**src/rtl/ysyx_25020037_axi_arbiter_pkg.sv**
```systemverilog
// Shared AXI arbiter configuration: default bus widths, response codes and FSM state encoding.
package ysyx_25020037_axi_arbiter_pkg;

  localparam int AXI_ADDR_W = 32;
  localparam int AXI_DATA_W = 32;

  localparam logic [1:0] RESP_OKAY   = 2'b00;
  localparam logic [1:0] RESP_SLVERR = 2'b10;
  localparam logic [1:0] RESP_DECERR = 2'b11;

  typedef enum logic [2:0] {
    ARB_IDLE  = 3'd0,
    ARB_IF_AR = 3'd1,
    ARB_IF_R  = 3'd2,
    ARB_LS_AR = 3'd3,
    ARB_LS_R  = 3'd4,
    ARB_LS_WR = 3'd5,
    ARB_LS_B  = 3'd6
  } arb_state_e;

endpackage

```
**src/rtl/ysyx_25020037_axi_arbiter.sv**
```systemverilog
// Purpose: merges IFU read and LSU read/write AXI masters onto one crossbar port, fixed priority LSU-W > LSU-R > IFU.
// Latency: grant in IDLE, xbar valid next cycle; grant back to IDLE in 3 cycles with a zero-wait slave.
// Backpressure: one transaction in flight; losing requests wait on their own valid; rready/bready pass straight through.
module ysyx_25020037_axi_arbiter
  import ysyx_25020037_axi_arbiter_pkg::*;
#(
  parameter int ADDR_W = AXI_ADDR_W,
  parameter int DATA_W = AXI_DATA_W
) (
  input  logic                clk,
  input  logic                rst,

  input  logic [ADDR_W-1:0]   ifu_araddr,
  input  logic                ifu_arvalid,
  output logic                ifu_arready,
  output logic [DATA_W-1:0]   ifu_rdata,
  output logic [1:0]          ifu_rresp,
  output logic                ifu_rvalid,
  input  logic                ifu_rready,

  input  logic [ADDR_W-1:0]   lsu_araddr,
  input  logic                lsu_arvalid,
  output logic                lsu_arready,
  output logic [DATA_W-1:0]   lsu_rdata,
  output logic [1:0]          lsu_rresp,
  output logic                lsu_rvalid,
  input  logic                lsu_rready,

  input  logic [ADDR_W-1:0]   lsu_awaddr,
  input  logic                lsu_awvalid,
  output logic                lsu_awready,
  input  logic [DATA_W-1:0]   lsu_wdata,
  input  logic [DATA_W/8-1:0] lsu_wstrb,
  input  logic                lsu_wvalid,
  output logic                lsu_wready,
  output logic [1:0]          lsu_bresp,
  output logic                lsu_bvalid,
  input  logic                lsu_bready,

  output logic [ADDR_W-1:0]   xbar_araddr,
  output logic                xbar_arvalid,
  input  logic                xbar_arready,
  input  logic [DATA_W-1:0]   xbar_rdata,
  input  logic [1:0]          xbar_rresp,
  input  logic                xbar_rvalid,
  output logic                xbar_rready,

  output logic [ADDR_W-1:0]   xbar_awaddr,
  output logic                xbar_awvalid,
  input  logic                xbar_awready,
  output logic [DATA_W-1:0]   xbar_wdata,
  output logic [DATA_W/8-1:0] xbar_wstrb,
  output logic                xbar_wvalid,
  input  logic                xbar_wready,
  input  logic [1:0]          xbar_bresp,
  input  logic                xbar_bvalid,
  output logic                xbar_bready
);

  localparam int STRB_W = DATA_W / 8;

  arb_state_e          state;
  logic                hold;
  logic [ADDR_W-1:0]   addr_q;
  logic [DATA_W-1:0]   wdata_q;
  logic [STRB_W-1:0]   wstrb_q;
  logic                w_have;
  logic                aw_done;
  logic                w_done;

  logic can_grant, gnt_ls_w, gnt_ls_r, gnt_if;
  logic w_take;
  logic ar_hs, r_hs, aw_hs, w_hs, b_hs;
  logic aw_done_nx, w_done_nx;
  logic in_if_r, in_ls_r, in_ls_b, in_ls_wr;

  assign in_if_r  = (state == ARB_IF_R);
  assign in_ls_r  = (state == ARB_LS_R);
  assign in_ls_b  = (state == ARB_LS_B);
  assign in_ls_wr = (state == ARB_LS_WR);

  // hold blocks a grant in the first IDLE cycle after a retire or a reset release
  assign can_grant = (state == ARB_IDLE) && !hold;
  assign gnt_ls_w  = can_grant && lsu_awvalid;
  assign gnt_ls_r  = can_grant && !lsu_awvalid && lsu_arvalid;
  assign gnt_if    = can_grant && !lsu_awvalid && !lsu_arvalid && ifu_arvalid;

  // W is taken alongside AW when already valid, otherwise on the first valid beat in LS_WR
  assign w_take = lsu_wvalid && (gnt_ls_w || (in_ls_wr && !w_have));

  assign ifu_arready = gnt_if;
  assign lsu_arready = gnt_ls_r;
  assign lsu_awready = gnt_ls_w;
  assign lsu_wready  = w_take;

  assign xbar_araddr  = addr_q;
  assign xbar_awaddr  = addr_q;
  assign xbar_wdata   = wdata_q;
  assign xbar_wstrb   = wstrb_q;
  assign xbar_arvalid = (state == ARB_IF_AR) || (state == ARB_LS_AR);
  assign xbar_awvalid = in_ls_wr && !aw_done;
  assign xbar_wvalid  = in_ls_wr && w_have && !w_done;
  assign xbar_rready  = (in_if_r && ifu_rready) || (in_ls_r && lsu_rready);
  assign xbar_bready  = in_ls_b && lsu_bready;

  assign ifu_rvalid = in_if_r && xbar_rvalid;
  assign ifu_rdata  = in_if_r ? xbar_rdata : '0;
  assign ifu_rresp  = in_if_r ? xbar_rresp : RESP_OKAY;
  assign lsu_rvalid = in_ls_r && xbar_rvalid;
  assign lsu_rdata  = in_ls_r ? xbar_rdata : '0;
  assign lsu_rresp  = in_ls_r ? xbar_rresp : RESP_OKAY;
  assign lsu_bvalid = in_ls_b && xbar_bvalid;
  assign lsu_bresp  = in_ls_b ? xbar_bresp : RESP_OKAY;

  assign ar_hs = xbar_arvalid && xbar_arready;
  assign r_hs  = xbar_rvalid && xbar_rready;
  assign aw_hs = xbar_awvalid && xbar_awready;
  assign w_hs  = xbar_wvalid && xbar_wready;
  assign b_hs  = xbar_bvalid && xbar_bready;

  assign aw_done_nx = aw_done || aw_hs;
  assign w_done_nx  = w_done || w_hs;

  always_ff @(posedge clk or negedge rst) begin
    if (!rst) begin
      state   <= ARB_IDLE;
      hold    <= 1'b1;
      addr_q  <= '0;
      wdata_q <= '0;
      wstrb_q <= '0;
      w_have  <= 1'b0;
      aw_done <= 1'b0;
      w_done  <= 1'b0;
    end else begin
      hold <= 1'b0;
      if (w_take) begin
        wdata_q <= lsu_wdata;
        wstrb_q <= lsu_wstrb;
        w_have  <= 1'b1;
      end
      unique case (state)
        ARB_IDLE: begin
          if (gnt_ls_w) begin
            addr_q <= lsu_awaddr;
            state  <= ARB_LS_WR;
          end else if (gnt_ls_r) begin
            addr_q <= lsu_araddr;
            state  <= ARB_LS_AR;
          end else if (gnt_if) begin
            addr_q <= ifu_araddr;
            state  <= ARB_IF_AR;
          end
        end
        ARB_IF_AR: if (ar_hs) state <= ARB_IF_R;
        ARB_LS_AR: if (ar_hs) state <= ARB_LS_R;
        ARB_IF_R, ARB_LS_R: begin
          if (r_hs) begin
            state <= ARB_IDLE;
            hold  <= 1'b1;
          end
        end
        ARB_LS_WR: begin
          aw_done <= aw_done_nx;
          w_done  <= w_done_nx;
          if (aw_done_nx && w_done_nx) begin
            state   <= ARB_LS_B;
            aw_done <= 1'b0;
            w_done  <= 1'b0;
            w_have  <= 1'b0;
          end
        end
        ARB_LS_B: begin
          if (b_hs) begin
            state <= ARB_IDLE;
            hold  <= 1'b1;
          end
        end
        default: state <= ARB_IDLE;
      endcase
    end
  end

endmodule

```
**config.mk**
```make
export PLATFORM = sky130hd
export DESIGN_NAME = ysyx_25020037_axi_arbiter
export DESIGN_NICKNAME = d
export VERILOG_FILES = /design/src/rtl/ysyx_25020037_axi_arbiter_pkg.sv /design/src/rtl/ysyx_25020037_axi_arbiter.sv
export SDC_FILE = /design/constraint.sdc
export NUM_CORES = 1
export LEC_CHECK = 0
export ABC_AREA = 0
export CAP_MARGIN = 10
export CELL_PAD_IN_SITES_DETAIL_PLACEMENT = 1
export CELL_PAD_IN_SITES_GLOBAL_PLACEMENT = 1
export CORE_MARGIN = 4
export CORE_UTILIZATION = 23
export CTS_CLUSTER_SIZE = 14
export DETAILED_ROUTE_END_ITERATION = 6
export GPL_TIMING_DRIVEN = 0
export MAX_ROUTING_LAYER = met4
export PLACE_DENSITY = 0.91
export SYNTH_ARGS = -nofsm -noshare
export SYNTH_HDL_FRONTEND = slang
export SYNTH_SLANG_ARGS = --single-unit
```
**constraint.sdc**
```tcl
create_clock -name clk -period 2.6 [get_ports clk]
set_input_delay 0.78 -clock clk [delete_from_list [all_inputs] [get_ports clk]]
set_output_delay 0.78 -clock clk [all_outputs]
set_load 0.01 [all_outputs]
```
# == Word-level counts from Yosys, hierarchy flattened ==
# Index checks and enable logic that the tools add are counted.
# totals
register_bits,75
in_bits,182
word_cells,84
# op_classes
n_eq_ne,12
reduce_logical,39
mux,25
# op_table
operator,n
$mux W32,5
$mux W3,8
$logic_and A1 B1 Y1,23
$pmux W3 S6,1
$eq A3 B3 Y1 const B,3
$ne A2 B2 Y1 const B,4
$mux W1,7
$eq A3 B2 Y1 const B,2
$logic_not A1 Y1,6
$mux W2,3
$reduce_and A6 Y1,1
$logic_or A1 B1 Y1,5
$ne A4 B4 Y1 const B,1
$eq A3 B1 Y1 const B,1
$logic_not A3 Y1,1
$reduce_bool A3 Y1,1
$ne A2 B1 Y1 const B,1
$pmux W1 S2,1
$reduce_and A2 Y1,1
$reduce_or A2 Y1,1

# == Longest topological paths before layout ==
# Gate-level depths: netlist of the first run.
# logic_depth
word_depth,9
ltp_mapped,8
depth_no_buf,5

# == Worst setup path before layout of the first run ==
# Ideal clock, no wire load.
# synth_path
kind,flip-flop to output port
from,register state[2]
to,output port lsu_rdata[10]
path_buffers,2
path_slack_ns,0.232
required_ns,1.820
arrival_time_ns,1.588
stages_incl_launch_ff,6
cell_sequence,dfrtp_1 > clkbuf_1 > inv_1 > nor3_1 > clkbuf_1 > and2_1
# synth_between
elab_chain_len,2
# synth_lines
item,line_no,text
start: declaration,ysyx_25020037_axi_arbiter.sv:62,arb_state_e state;
start signal: assignment,ysyx_25020037_axi_arbiter.sv:126,state <= ARB_IDLE;
start signal: assignment,ysyx_25020037_axi_arbiter.sv:145,state <= ARB_LS_WR;
start signal: assignment,ysyx_25020037_axi_arbiter.sv:148,state <= ARB_LS_AR;
$eq A3 B3 Y1,ysyx_25020037_axi_arbiter.sv:78,assign in_ls_r = (state == ARB_LS_R);
$mux W32,ysyx_25020037_axi_arbiter.sv:110,assign lsu_rdata = in_ls_r ? xbar_rdata : '0;
end: declaration,ysyx_25020037_axi_arbiter.sv:24,"output logic [DATA_W-1:0] lsu_rdata,"
# No other way between the ends.

# == Final worst setup path of the first run ==
# layout_path
from,register state[1]
to,output port lsu_rdata[22]
# The elaborated chain is that of the path after synthesis.

==> results of run 1 <==
-- worst paths after layout --
path | from | end | slack, ns | cells past startpoint
max | state[1] | lsu_rdata[22] | -0.04 | 9
min | rst | xbar_wdata[25] | 0.41 | 1
max reg2reg | state[1] | xbar_wdata[23] | 0.22 | 11
min reg2reg | xbar_wdata[17] | xbar_wdata[17] | 0.52 | 1
max in group asynchronous | rst | xbar_araddr[26] | 1.57 | 2
min in group clk | xbar_wdata[17] | xbar_wdata[17] | 0.52 | 1
-- per-stage QoR --
| stage | setup slack (ns) | power, uW |
|---|---|---|
| after floorplan | 0.2320 | 4778 |
| after global placement | -2.107 | 7779 |
| after detailed placement | -1.294 | 8017 |
| after CTS | -0.1123 | 9714 |
| after global routing | -0.1160 | 10590 |
| final | -0.03760 | 9962 |
-- cell families (layout without fill, tap and decap cells) --
group           Yosys count  in the layout  share of synthesized area, %
buf+inv                  76            495                         10.52
mux                      38             38                         11.11
xor+xnor                  1              1                        0.1964
flops                    75             75                         42.12
compound gates          113            113                         15.49
simple gates            160            160                         20.57
-- worst register-to-register path, delay by kind of cell (launching register included) --
kind                   cells  cell delay (ns)
muxes                      1             0.37
AOI/OAI and AO/OA          1             0.14
and+or+nand+nor            2             0.33
DFF                        1             0.38
buffers and inverters      7             1.04
-- layout by cell type, fill, tap and decap left out, types with 2 or more instances in the layout --
master / synthesis / routed
clkdlybuf4s50_1: 0 / 277
nand2_8: 0 / 2
dfrtp_1: 74 / 74
clkbuf_16: 0 / 10
nor2_1: 8 / 8
mux2_2: 18 / 18
nor2b_4: 0 / 2
dlymetal6s2s_1: 0 / 2
buf_2: 5 / 13
clkdlybuf4s15_1: 0 / 2
clkbuf_1: 28 / 14
buf_6: 1 / 33
clkinvlp_4: 0 / 4
buf_8: 1 / 7
buf_12: 2 / 7
nand3_1: 2 / 2
clkbuf_8: 0 / 6
a211o_1: 2 / 2
buf_4: 33 / 64
clkbuf_2: 1 / 37
and2_4: 0 / 24
a211oi_1: 32 / 32
inv_6: 0 / 3
nand2_1: 34 / 33
inv_1: 4 / 3
mux2_4: 18 / 18
dlygate4sd2_1: 0 / 11
and2_1: 35 / 11
mux2_1: 2 / 2
a21oi_1: 3 / 3
and3_1: 72 / 72
o21ai_0: 66 / 66
-- repair_timing --
item | 4_1_cts | 5_1_grt
endpoints found under the setup margin | 89 | 75
gates resized for setup | 262 | 125
setup buffers | 25 | 16
cloned | 2 | 1
pin swaps | 4 | 9
-- layer usage --
metal,vias to the layer above,global-route usage [%],wire [um],part of all wire (%)
li1,2437,-,-,-
met1,2626,22.42,8504,36
met2,228,40.37,13210,56
met3,30,4.195,1505,6.4
met4,0,7.269,467,2.0
met5,-,-,0,0
-- cell type report --
type,count,share of cell area (%)
timing repair buffer,407,42.13
multi-input combinational,312,24.26
sequential,75,20.49
buffer,68,6.198
tap,260,3.549
clock buffer,9,2.457
clock inverter,6,0.5324
inverter,5,0.3823
-- sequential cells by signal, indices dropped and copies added (netlist names) --
signal       flops
state            3
aw_done          1
w_done           1
xbar_wstrb       4
hold             1
w_have           1
xbar_wdata      32
xbar_araddr     32
-- power by group --
part	switching, uW	internal [uW]
registers	450	1760
logic	2790	3750
clock network	551	652
==> results_dict.tcl, run 1 <==
set metrics [dict create \
    hold_class "in2async" \
    yosys.cell_types.count 41 \
    violations "negative setup slack" \
    synth_seq_cells 75 \
    antenna_found_initial 0 \
    synth_top_area_share_pct 41.53 \
    grt-ovfl-total 0 \
    routed_wl_um 23680 \
    fin_util_pct 48.51 \
    clkTransAtPathRegs_ns 0.07 \
    synth_area_leaders "dfrtp_1, and3_1, o21ai_0, mux2_4, buf_4" \
    ctsHoldBuffers 0 \
    max_freq_mhz 379.1 \
    grtUsageTotal_pct 21.51 \
    worstSetupPathType "reg2out" \
    pin_count 364 \
    synthToLayoutAreaGrowth_pct 105.5 \
    critPathMaxStageDelay_ns 0.38 \
    fillCellCount 2165 \
    finalCritPeriodShare_pct 101.4 \
    dp_hpwl_um 18350 \
    final_hold_viol_count 0 \
    grt_pass1_vias 5995 \
    p_per_area_mw_per_mm2 1087 \
    synth_most_common_cell "dfrtp_1" \
    drt_iter0_markers 142 \
    cts_buffers 9 \
    io_buffers 363 \
    grt_pass1_wl_um 35660 \
    crit_buf_inv 7 \
    drv_slew 0 \
    path_cells "buf_6, buf_12, nor3_4, buf_6, buf_6, buf_6, buf_8, and2_4, buf_6" \
    slew_headroom_pct 60.81 \
    final_antenna_net_count 0 \
    fin_skew_ns 0.01033 \
    multiInputGateArea_sq_mm 0.002223 \
    ys_seq_area_share_pct 42.12 \
    layout-drive-gt1-share_pct 28.80 \
    cp.arrival_ns 1.86 \
    fin_cells 1142 \
    syn_area_sq_mm 0.004459 \
    globalplace.congestion 0.8209 \
    synthCells 463 \
    ys_top_cells_by_count "dfrtp_1, and3_1, o21ai_0, and2_1, nand2_1" \
    cts_root_buf "clkbuf_16" \
    synth_nets 645 \
    diodes 0 \
    end_kind "primary output" \
    clk_latency_ns 0.33 \
    slowest_stage "dfrtp_1" \
    post-place-cells 1087 \
    synth_top_area_cell "dfrtp_1" \
    clock_sinks 75 \
    post_drt_wl_per_cell_um 20.74 \
    placed_area_sq_mm 0.008436 \
    grt_setup_unrepaired "true" \
    drv_cap 0 \
    finalInstanceArea_sq_mm 0.009165 \
    worst_slew_pin_slew_ns 0.5828 \
    grt_max_degree 41 \
    ir_drop_mv 0.4835 \
    htree_num_levels 3 \
    cp_top_family "buffers and inverters" \
    via_count 5321 \
    p_leak_uw 0.004268 \
    required_ns 1.82 \
    drc 0 \
    coreArea_sq_mm 0.01889 \
    synth_edf_count 0 \
    cts_tree "built" \
    ys.warnings.count 0 \
    layout.nets 1060 \
    period_needed_ns 2.638 \
    clockBufferDepth 2 \
    startpoint_type "flop" \
    async_reset_ff_share_pct 100.0 \
    crit_top_cell "buf_6" \
    start_util_pct 23.60 \
    row_count 50 \
    final-seq-area_sq_mm 0.001878 \
    first_pass_iters 4 \
    setup_viol 10 \
    via_per_inst 4.659 \
    synthFlopType "dfrtp_1" \
    status "finished with violations" \
    dieArea_sq_mm 0.02168 \
    whs_ns 0.4077 \
    fin_setup_tns_ns -0.2623 \
    crit_fanout 6 \
    syn_avg_cell_area_sq_um 9.631 \
    die_h_um 147.2 \
    die_w_um 147.2 \
    fin_ws_ns -0.03760 \
]
Note: power is estimated with default switching activity, not from simulation.
==> run 2: changes to the inputs <==
Settings changed: CORE_UTILIZATION 23 to 20, PLACE_DENSITY 0.91 to 0.84.
Clock period 2.6 ns to 2.3 ns, I/O delays scaled along.
==> results_dict.tcl, run 2 (synthesis gave the netlist of run 1 again) <==
set metrics [dict create \
    grtUsageTotal_pct 18.75 \
    clock_sinks 75 \
    drv_cap 0 \
    layout.nets 1062 \
    grt-ovfl-total 0 \
    coreArea_sq_mm 0.02189 \
    routed_wl_um 23790 \
    whs_ns 0.3130 \
    max_freq_mhz 408.3 \
    layout_common_cells "clkdlybuf4s50_1, buf_6, dfrtp_1, o21ai_0, buf_4" \
    first_pass_iters 4 \
    crit_top_cell "buf_6" \
    antenna_found_initial 0 \
    post_drt_wl_per_cell_um 20.42 \
    fin_skew_ns 0.01356 \
    critPathMaxStageDelay_ns 0.41 \
    drt_iter0_markers 244 \
    clkTransAtPathRegs_ns 0.07 \
    slew_headroom_pct 63.85 \
    clk_latency_ns 0.34 \
    p_leak_uw 0.004320 \
    fillCellCount 2427 \
    drc 0 \
    dp_hpwl_um 18100 \
    fin_ws_ns -0.1491 \
    start_util_pct 20.37 \
    cp.arrival_ns 1.76 \
    globalplace.congestion 0.7899 \
    grt_pass1_vias 5900 \
    cts_tree "built" \
    io_buffers 363 \
    diodes 0 \
    period_needed_ns 2.449 \
    placed_area_sq_mm 0.008468 \
    path_cells "buf_6, buf_6, nor3_4, buf_6, buf_8, and2_4, buf_6" \
    clockBufferDepth 2 \
    dp_worst_setup_slack_ns -1.441 \
    setup_viol 75 \
    finalCritPeriodShare_pct 106.5 \
    layout-drive-gt1-share_pct 35.59 \
    post-place-cells 1107 \
    row_count 54 \
    hold_class "in2async" \
    worst_slew_pin_slew_ns 0.5423 \
    fin_cells 1165 \
    dieArea_sq_mm 0.02475 \
    grt_setup_unrepaired "true" \
    die_w_um 157.3 \
    die_h_um 157.3 \
    htree_num_levels 3 \
    grt_max_degree 40 \
    cts_buffers 9 \
    status "finished with violations" \
    ir_drop_mv 0.6026 \
    startpoint_type "flop" \
    grt_pass1_wl_um 34670 \
    slowest_stage "dfrtp_1" \
    violations "negative setup slack" \
    end_kind "primary output" \
    ctsHoldBuffers 0 \
    synthToLayoutAreaGrowth_pct 117.5 \
    drv_slew 0 \
    cts_root_buf "clkbuf_16" \
    final_hold_viol_count 0 \
    via_per_inst 4.542 \
    pin_count 364 \
    power.total_uw 11870 \
    via_count 5291 \
    crit_buf_inv 5 \
    p_per_area_mw_per_mm2 1224 \
    worstSetupPathType "reg2out" \
    final_antenna_net_count 0 \
    crit_fanout 6 \
    finalInstanceArea_sq_mm 0.009697 \
    required_ns 1.61 \
    cp_top_family "buffers and inverters" \
    layout_commonest_cell "clkdlybuf4s50_1" \
]
==> run 2: layout make-up <==
cell class	instances	area, sq um	share of cell area [%]
clock buffers	10	229.0	2.361
flip-flops and latches	75	1878	19.37
well taps	280	350.3	3.613
multi-input cells	312	2405	24.80
clock inverters	6	71.32	0.7355
plain buffers	67	614.3	6.335
inverters	5	35.03	0.3613
repair buffers	410	4114	42.43
==> run 2: worst paths after layout <==
path / startpoint / slack, ns / to / cells after the start
worst min register to register: xbar_wdata[23] / 0.49 / xbar_wdata[23] / 1
max in group asynchronous: rst / 1.37 / xbar_araddr[28] / 2
worst min-delay path: rst / 0.31 / xbar_wdata[23] / 1
worst max-delay path: state[1] / -0.15 / lsu_rdata[20] / 7
worst max register to register: state[0] / 0.15 / xbar_araddr[17] / 10
min in group clk: xbar_wdata[23] / 0.49 / xbar_wdata[23] / 1
==> run 2: report_power, final <==
part	internal, uW	switching [uW]
Clock	854	626
Combinational	4660	3250
Sequential	1990	493
Total	7500	4370
==> run 2: timing repair <==
item | CTS | global route
endpoints found under the setup margin | 152 | 112
gates cloned | 3 | 2
pin swaps | 30 | 13
setup buffers | 32 | 11
gates resized for setup | 470 | 115
==> run 2: metal layers <==
| layer | track usage, % | wire length, um |
|---|---|---|
| met3 | 3.382 | 1533 |
| met2 | 34.83 | 12930 |
| met1 | 20.45 | 8978 |
| met5 | - | 0 |
| met4 | 5.162 | 351 |
==> run 2: stage by stage <==
stage                     TNS [ns]  utilization, %
after global placement     -281.96           38.57
final                       -5.625           44.30
after global routing        -12.59           44.30
after detailed placement   -106.87           38.68
after CTS                   -6.412           42.38
after floorplan                  0               -
==> run 2: worst register-to-register path: stages, from the launching register on <==
cell and delay (ns):
dfrtp_1 0.37, buf_6 0.14, nor4_4 0.22, buf_6 0.17, buf_4 0.11, buf_6 0.10
nand2_8 0.06, buf_4 0.18, buf_2 0.20, a211oi_1 0.32, o21ai_0 0.16
==> run 3: changes to the inputs <==
Settings changed: CORE_MARGIN 4 to 2.
==> results_dict.tcl, run 3 (synthesis gave the netlist of run 1 again) <==
set metrics [dict create \
    wl_met1_um 8903 \
    final_hold_viol_count 0 \
    die_w_um 153.3 \
    top_layer "met4" \
    period_needed_ns 2.531 \
    worst_slew_pin_slew_ns 0.7378 \
    grt_max_degree 39 \
    crit_buf_inv 5 \
    clkPwrFrac_pct 11.8 \
    io_buffers 363 \
    power.share.switching_pct 36.71 \
    grt-ovfl-total 0 \
    layout_commonest_cell "clkdlybuf4s50_1" \
    layout-drive-gt1-share_pct 37.32 \
    finalCritPeriodShare_pct 110.1 \
    slowest_stage "dfrtp_1" \
    first_pass_iters 4 \
    fin_cells 1192 \
    layout_common_cells "clkdlybuf4s50_1, buf_6, dfrtp_1, buf_4, o21ai_0" \
    path_cells "clkbuf_8, clkinvlp_4, nor3_4, buf_6, clkbuf_16, and2_1, buf_2" \
    max_freq_mhz 395.1 \
    via_count 5464 \
    switchingPower_uw 4552 \
    drc 0 \
    grt_setup_unrepaired "true" \
    cp.arrival_ns 1.84 \
    dp_worst_setup_slack_ns -1.331 \
    pwr-share-comb_pct 68.2 \
    grtUsageTotal_pct 19.96 \
    fin_setup_tns_ns -9.625 \
    ir_drop_mv 0.4364 \
    grt_pass1_vias 6064 \
    drv_cap 0 \
    fin_skew_ns 0.007550 \
    clock_sinks 75 \
    wl_met2_um 13880 \
    violations "negative setup slack" \
    globalplace.congestion 0.8031 \
    dr_wl_met3_um 1447 \
    die_h_um 153.3 \
    drt_iter0_markers 153 \
    start_util_pct 20.43 \
    critPathMaxStageDelay_ns 0.39 \
    fin_ws_ns -0.2312 \
    drv_slew 0 \
    fillCellCount 2363 \
    final_antenna_net_count 0 \
    end_kind "primary output" \
    post_drt_wl_per_cell_um 21.03 \
    dieArea_sq_mm 0.02351 \
    synthToLayoutAreaGrowth_pct 125.1 \
    dp_hpwl_um 17710 \
    layout.nets 1088 \
    setup_viol 81 \
    internal_power_uw 7847 \
    via_per_inst 4.584 \
    status "finished with violations" \
    pin_count 364 \
    slew_headroom_pct 50.40 \
    hold_class "in2async" \
    grt_pass1_wl_um 35430 \
    cts_root_buf "clkbuf_16" \
    p_leak_uw 0.004437 \
    post-place-cells 1107 \
    clkTransAtPathRegs_ns 0.07 \
    crit_fanout 5 \
    worstSetupPathType "reg2out" \
    p_seq_share_pct 20.0 \
    coreArea_sq_mm 0.02182 \
    cp_top_family "buffers and inverters" \
    clockBufferDepth 2 \
    clk_latency_ns 0.34 \
    startpoint_type "flop" \
    required_ns 1.61 \
    row_count 54 \
    cts_buffers 9 \
    p_per_area_mw_per_mm2 1235 \
    ctsHoldBuffers 0 \
    routed_wl_um 25060 \
    htree_num_levels 3 \
    antenna_found_initial 1 \
    cts_tree "built" \
]
run 3: cell types whose count changed in the layout (fill, tap and decap cells not counted), sizes merged:
| cell | delta |
|---|---|
| buf | +19 |
| clkbuf | +7 |
| clkdlybuf4s15 | -1 |
| clkdlybuf4s50 | +1 |
| diode | +1 |
run 3: cell type report:
| cell class | instances | area, sq um | share of cell area (%) |
|---|---|---|---|
| buffer | 67 | 584.3 | 5.821 |
| tap | 280 | 350.3 | 3.490 |
| inverter | 5 | 35.03 | 0.3490 |
| timing repair buffer | 436 | 4444 | 44.27 |
| multi-input combinational | 312 | 2444 | 24.34 |
| sequential | 75 | 1878 | 18.71 |
| antenna | 1 | 2.502 | 0.02493 |
| clock buffer | 10 | 229.0 | 2.281 |
| clock inverter | 6 | 71.32 | 0.7105 |
run 3: layer usage:
layer | global-route usage, % | vias up
met2 | 38.27 | 246
met3 | 3.374 | 46
li1 | - | 2491
met5 | - | -
met1 | 20.61 | 2681
met4 | 6.173 | 0
run 3: final timing paths:
check	from	end	slack (ns)	cells after the start
max reg2reg	state[2]	state[2]	-0.09	16
max	state[2]	lsu_rdata[11]	-0.23	7
min reg2reg	xbar_wdata[23]	xbar_wdata[23]	0.50	1
min in group clk	xbar_wdata[23]	xbar_wdata[23]	0.50	1
max in group asynchronous	rst	hold	1.30	2
min	rst	xbar_wdata[17]	0.32	1
run 3: through the flow:
stage / total power, uW / hold slack (ns) / area, sq um / util [%]
CTS: 11500 / 0.3326 / 9281 / 42.53
finish: 12400 / 0.3219 / 10040 / 46.00
detailed placement: 8993 / 0.4818 / 8461 / 38.77
floorplan: 5401 / 0.3944 / 4459 / -
global placement: 8795 / 0.4694 / 8443 / 38.69
global route: 13130 / 0.3453 / 10040 / 46.00
run 3: timing repair:
| item | in CTS | in global routing |
|---|---|---|
| cloned | 3 | 6 |
| endpoints found under the setup margin | 149 | 133 |
| buffers inserted | 48 | 25 |
| pin swaps | 10 | 11 |
| gates resized for setup | 443 | 156 |
| hold endpoints to repair | 0 | 0 |
run 3: power groups by stage:
stage,registers [uW],logic [uW],clock network (uW)
after floorplan,2670,2730,0
after CTS,2480,7510,1510
after detailed placement,2490,6500,0
after global routing,2580,8980,1570
final,2480,8450,1470
after global placement,2440,6350,0
